===== config.mk =====
export PLATFORM = sky130hd
export DESIGN_NAME = branch_predictor
export DESIGN_NICKNAME = d
export VERILOG_FILES = /design/src/rtl/branch_predictor.sv
export SDC_FILE = /design/constraint.sdc
export NUM_CORES = 2
export LEC_CHECK = 0
export CORE_MARGIN = 8
export CORE_UTILIZATION = 47
export CTS_CLUSTER_SIZE = 40
export DETAILED_ROUTE_END_ITERATION = 8
export RECOVER_POWER = 25
export SYNTH_ARGS = -nofsm -noshare
export SYNTH_HDL_FRONTEND = slang
export SYNTH_SLANG_ARGS = --single-unit

===== constraint.sdc =====
create_clock -name clk -period 8.2 [get_ports clk]
set_clock_uncertainty 0.15 [all_clocks]
set_input_delay 1.64 -clock clk [delete_from_list [all_inputs] [get_ports clk]]
set_output_delay 1.64 -clock clk [all_outputs]
set_load 0.005 [all_outputs]

===== src/rtl/branch_predictor.sv =====
// Two-slot BTB branch predictor with 2-bit counters and mispredict redirect.
// Optional: define BP_PERF_CNT_EN to build the branch/mispredict counters.
module branch_predictor #(
    parameter int WIDTH   = 32,
    parameter int ENTRIES = 16
) (
    input  logic             clk,
    input  logic             rst,
    input  logic             en,
    input  logic [WIDTH-1:0] pcf_i,
    input  logic [WIDTH-1:0] pcf2_i,
    output logic             pc_predict_redirect_o,
    output logic [WIDTH-1:0] predicted_target_pc_o,
    output logic             pred_taken0_o,
    output logic             pred_taken1_o,
    input  logic             resolve_valid_i,
    input  logic [WIDTH-1:0] resolve_pc_i,
    input  logic [WIDTH-1:0] resolve_target_i,
    input  logic [WIDTH-1:0] resolve_pred_target_i,
    input  logic             resolve_taken_i,
    input  logic             resolve_pred_taken_i,
    output logic             pc_redirect_o,
    output logic [WIDTH-1:0] mispredict_target_pc_o,
    output logic [31:0]      branch_cnt_o,
    output logic [31:0]      mispredict_cnt_o
);

    localparam int IDX = $clog2(ENTRIES);
    localparam int TW  = WIDTH - IDX - 2;

    logic             valid_q [ENTRIES];
    logic [TW-1:0]    tag_q   [ENTRIES];
    logic [WIDTH-1:0] tgt_q   [ENTRIES];
    logic [1:0]       cnt_q   [ENTRIES];

    logic             redirect_q, redirect_d;
    logic [WIDTH-1:0] mtgt_q, mtgt_d;

    logic [IDX-1:0]   idx0, idx1, ridx;
    logic [TW-1:0]    tag0, tag1, rtag;
    logic             hit0, hit1, tk0, tk1, active;
    logic             rhit, accept, mispredict;
    logic [1:0]       cnt_nxt;

    logic unused_ok;
    assign unused_ok = ^{pcf_i[1:0], pcf2_i[1:0]};

    assign idx0 = pcf_i[IDX+1:2];
    assign tag0 = pcf_i[WIDTH-1:IDX+2];
    assign idx1 = pcf2_i[IDX+1:2];
    assign tag1 = pcf2_i[WIDTH-1:IDX+2];
    assign ridx = resolve_pc_i[IDX+1:2];
    assign rtag = resolve_pc_i[WIDTH-1:IDX+2];

    // A pending redirect is dropped immediately when reset is raised.
    assign pc_redirect_o          = redirect_q & ~rst;
    assign mispredict_target_pc_o = mtgt_q;

    // Fetch-side lookup; slot 0 wins, slot 1 is squashed behind a taken slot 0.
    always_comb begin
        hit0   = valid_q[idx0] && (tag_q[idx0] == tag0);
        hit1   = valid_q[idx1] && (tag_q[idx1] == tag1);
        tk0    = hit0 && cnt_q[idx0][1];
        tk1    = hit1 && cnt_q[idx1][1];
        active = en && !pc_redirect_o;
        pred_taken0_o         = active && tk0;
        pred_taken1_o         = active && !tk0 && tk1;
        pc_predict_redirect_o = active && (tk0 || tk1);
        predicted_target_pc_o = '0;
        if (pc_predict_redirect_o)
            predicted_target_pc_o = tk0 ? tgt_q[idx0] : tgt_q[idx1];
    end

    // Resolve-side detection; resolves during a redirect are wrong-path.
    always_comb begin
        accept     = resolve_valid_i && !pc_redirect_o;
        rhit       = valid_q[ridx] && (tag_q[ridx] == rtag);
        mispredict = accept &&
                     ((resolve_taken_i != resolve_pred_taken_i) ||
                      (resolve_taken_i &&
                       (resolve_target_i != resolve_pred_target_i)));
        cnt_nxt = cnt_q[ridx];
        if (resolve_taken_i) begin
            if (cnt_q[ridx] != 2'b11) cnt_nxt = cnt_q[ridx] + 2'b01;
        end else begin
            if (cnt_q[ridx] != 2'b00) cnt_nxt = cnt_q[ridx] - 2'b01;
        end
        redirect_d = mispredict;
        mtgt_d     = mtgt_q;
        if (mispredict)
            mtgt_d = resolve_taken_i ? resolve_target_i
                                     : resolve_pc_i + WIDTH'(4);
    end

    // Redirect pulse and corrected PC registers.
    always_ff @(posedge clk) begin
        if (rst) begin
            redirect_q <= 1'b0;
            mtgt_q     <= '0;
        end else begin
            redirect_q <= redirect_d;
            mtgt_q     <= mtgt_d;
        end
    end

    // BTB update: train on hits, allocate only on taken misses.
    always_ff @(posedge clk) begin
        if (rst) begin
            for (int i = 0; i < ENTRIES; i++) begin
                valid_q[i] <= 1'b0;
                tag_q[i]   <= '0;
                tgt_q[i]   <= '0;
                cnt_q[i]   <= 2'b01;
            end
        end else if (accept) begin
            if (rhit) begin
                cnt_q[ridx] <= cnt_nxt;
                if (resolve_taken_i) tgt_q[ridx] <= resolve_target_i;
            end else if (resolve_taken_i) begin
                valid_q[ridx] <= 1'b1;
                tag_q[ridx]   <= rtag;
                tgt_q[ridx]   <= resolve_target_i;
                cnt_q[ridx]   <= 2'b10;
            end
        end
    end

`ifdef BP_PERF_CNT_EN
    logic [31:0] bcnt_q, mcnt_q;

    // Accepted-resolve and mispredict event counters, free-running wrap.
    always_ff @(posedge clk) begin
        if (rst) begin
            bcnt_q <= '0;
            mcnt_q <= '0;
        end else begin
            if (accept)     bcnt_q <= bcnt_q + 32'd1;
            if (mispredict) mcnt_q <= mcnt_q + 32'd1;
        end
    end

    assign branch_cnt_o     = bcnt_q;
    assign mispredict_cnt_o = mcnt_q;
`else
    assign branch_cnt_o     = '0;
    assign mispredict_cnt_o = '0;
`endif

endmodule


==> impl_metrics.csv <==
group,metric,value,unit
clocking,clock_latency,740,ps
drt,ant_nets,0,
logic_synthesis,synthSimpleGateAreaFrac,0.133,
cells_and_area,layout_common_cells,"edfxtp_1, mux4_2, and2_1, and3_1, buf_4",
cells_and_area,final.fill_count,10200,
logic_synthesis,synth_top_family_by_area,"multiplexers",
grt,grt_util_met3,0.0802,
timing,slew_viol_final,658,
placed_design,portBuffers,229,
clocking,cts_tree,"done",
grt,track_usage,0.313,
placed_design,place_hpwl,134000,um
logic_synthesis,synth_area,59400,um^2
grt,grt.busiest_layer,"met2",
setup_path,cp.buffers_inverters,5,
floorplan,core.rowCount,130,
floorplan,dieArea,138000,um^2
clocking,cts_max_path_buffers,3,
logic_synthesis,avgSynthCellArea,14.5,um^2
grt,grt_pass1_vias,39800,
clocking,root_buffer,"clkbuf_16",
timing,tns,0,ps
floorplan,core,126000,um^2
logic_synthesis,async_flop_share,0,
timing,post-route-period-util,0.991,
setup_path,cp-start-kind,"primary input",
cells_and_area,area_growth,13.6,%
drt,route.detailed.drc,0,
drt,viasPerCell,6.85,
timing,hold_violations,0,
clocking,htreeDepth,3,
logic_synthesis,synthXorXnorAreaFrac,0.0214,
floorplan,ioPinCount,298,
setup_path,crit_type,"in2out",
logic_synthesis,synth_edf_count,960,
pwr,p_leak,25.1,nW
grt,use_met2,0.481,
drt,vias,40600,
timing,worst_pin_slew,3800,ps
clocking,cts_setup_buffers,0,
setup_path,cp.arrival,6340,ps
setup_path,slowest_stage,"nor2b_4",
floorplan,die_w,372,um
drt,dr.pass1.iters,6,
timing,setup_violations,0,
clocking,numCtsBuffers,111,
pwr,total_power,0.0131,W
cells_and_area,multi_input_area,27500,um^2
logic_synthesis,synthMuxAreaShare,0.277,
setup_path,worstPathRequired,6410,ps
placed_design,place_congestion,0.898,
clocking,clkTransAtPathRegs,60,ps
grt,grtUsageMet1,0.431,
min_path,min_path_type,"reg2reg",
floorplan,die_h,372,um
setup_path,cp_common_cell,"buf_4",
logic_synthesis,syn_inst,4086,
drt,drt-initial-drc-count,6254,
logic_synthesis,synth_adder_area_share,0.000842,
logic_synthesis,ys_ff_latch,1009,
timing,relSlewSlack,-1.56,
pwr,power_density,194,nW/um^2
setup_path,max_stage_delay,990,ps
grt,grt_antenna_before_repair,22,
logic_synthesis,synth_flop_cell,"edfxtp_1",
setup_path,cp_max_fo,43,
outcome,violations,"max-capacitance violations, max-slew violations",
logic_synthesis,seq_area_frac_synth,0.502,
timing,fmax,0.123,GHz
floorplan,start_util,0.473,
cells_and_area,layout_commonest_cell,"edfxtp_1",
grt,gr-total-overflow,0,
clocking,cts_sinks,1009,
timing,layout_min_cycle_time,8130,ps
setup_path,cp_top_family,"buffers and inverters",
cells_and_area,drive_above_1_share,0.269,
grt,grt_max_degree,208,
drt,routed_wirelength,220000,um
cells_and_area,final_nets,4335,
setup_path,cp_cell_sequence,"buf_8 > buf_4 > mux4_2 > mux4_2 > xor2_1 > buf_4 > nor4_1 > nand3_1 > nor4_1 > nand3_1 > nor2b_4 > a21oi_1 > buf_4 > clkdlybuf4s50_1",
pwr,peakVddDrop,0.188,mV
setup_path,endpoint_kind,"primary output",
cells_and_area,final-seq-area,29800,um^2
logic_synthesis,synth-compound-area-share,0.0237,
logic_synthesis,ys.warnings.count,0,
run,cap_violations,25,
outcome,status,"finished, violations left",
drt,wl_per_cell,37.2,um
logic_synthesis,ys_types,72,
timing,rsz0062_at_grt,"no",
grt,grt_pass1_wl,305000,um
logic make-up (layout without fill, tap and decap cells):
kind of cell,after synthesis,in the layout
other,1,75
multiplexers,806,806
flip-flops,1009,1009
AO/OA/AOI/OAI,214,214
adder cells (fa/ha/maj),4,4
AND/OR/NAND/NOR,1348,1348
buffers and inverters,559,672
XOR/XNOR,145,145
layout make-up:
type	count	share of cell area
clock inverter	75	0.0130
tap	1650	0.0306
timing repair buffer	453	0.0623
clock buffer	135	0.0438
sequential	1009	0.442
antenna	11	0.000408
multi-input combinational	2581	0.408
inverter	9	0.000501
flip-flops by register name, indices dropped and copies added, names as in the netlist:
name and cells:
mispredict_target_pc_o 32, redirect_q 1, tag_q 416, valid_q 16, cnt_q 32, tgt_q 512
through the flow:
step            util  cell area [um^2]  worst slack, ps  hold slack, ps  instances
6_report       0.538             67500             70.5             341       5923
5_1_grt        0.537             67500             26.8             366       5914
4_1_cts        0.539             67600              201             341       5912
3_5_place_dp   0.508             63800              216             327       5702
3_3_place_gp   0.508             63800              233             315       5702
2_1_floorplan      -             59700             1640             297       4149
worst reg2reg max path: stages (launching register included):
cell,delay (ps)
dfxtp_1,320
nor2_1,120
nand2_1,190
nor2_1,250
nand2_1,600
o21ai_0,3070
buf_4,790
cell usage after synthesis, drive strengths merged, types with 2 or more instances:
| cell | number | area share |
|---|---|---|
| dfxtp | 49 | 0.017 |
| nor2b | 7 | 0.00074 |
| a22oi | 17 | 0.0021 |
| nand2b | 5 | 0.00053 |
| a21o | 17 | 0.0021 |
| edfxtp | 960 | 0.49 |
| a41oi | 2 | 0.00029 |
| buf | 205 | 0.021 |
| o21a | 2 | 0.00025 |
| o311ai | 2 | 0.00029 |
| nand4 | 18 | 0.0019 |
| ha | 4 | 0.00084 |
| a221oi | 10 | 0.0023 |
| clkbuf | 345 | 0.022 |
| xor2 | 80 | 0.012 |
| nor3b | 6 | 0.00076 |
| o21ai | 80 | 0.0067 |
| or4 | 5 | 0.00076 |
| nor2 | 68 | 0.0043 |
| nand3 | 48 | 0.0040 |
| nand3b | 12 | 0.0015 |
| xnor2 | 65 | 0.0096 |
| mux4 | 669 | 0.25 |
| nor4 | 16 | 0.0018 |
| and3 | 421 | 0.044 |
| and2 | 519 | 0.055 |
| inv | 8 | 0.00051 |
| or3 | 5 | 0.00061 |
| o22ai | 2 | 0.00021 |
| a211oi | 6 | 0.00076 |
| o21bai | 4 | 0.00069 |
| or2 | 20 | 0.0021 |
| nor3 | 43 | 0.0047 |
| a31oi | 5 | 0.00053 |
| a21oi | 41 | 0.0035 |
| o2111ai | 4 | 0.00059 |
| nand2 | 152 | 0.0096 |
| mux2 | 4 | 0.00076 |
| a22o | 8 | 0.0012 |
| mux2i | 133 | 0.022 |
| o211ai | 4 | 0.00051 |
timing repair:
action / in CTS / in global routing
setup endpoints to repair: 0 / 1
resized for setup: 0 / 2
hold buffers: 0 / 0
report_power, final:
group	total, W	switching (W)	internal (W)
sequential	0.00598	0.000132	0.00585
combinational	0.00180	0.00101	0.000790
clock	0.00532	0.00222	0.00311
total	0.0131	0.00336	0.00975
layer usage:
layer | part of all wire | vias up
met5 | 0.00028 | -
met4 | 0.039 | 10
met3 | 0.13 | 485
met2 | 0.45 | 2951
met1 | 0.37 | 21100
li1 | - | 16000
worst paths after layout:
check | startpoint | endpoint | slack, ps | cells after the start
setup / recovery | pcf2_i[2] | predicted_target_pc_o[27] | 70 | 14
setup reg to reg | redirect_q | tgt_q[9][28] | 2350 | 6
hold reg to reg | mispredict_target_pc_o[8] | mispredict_target_pc_o[8] | 340 | 2
hold / removal | mispredict_target_pc_o[8] | mispredict_target_pc_o[8] | 340 | 2
No activity file was read; power rests on OpenSTA's default activity.
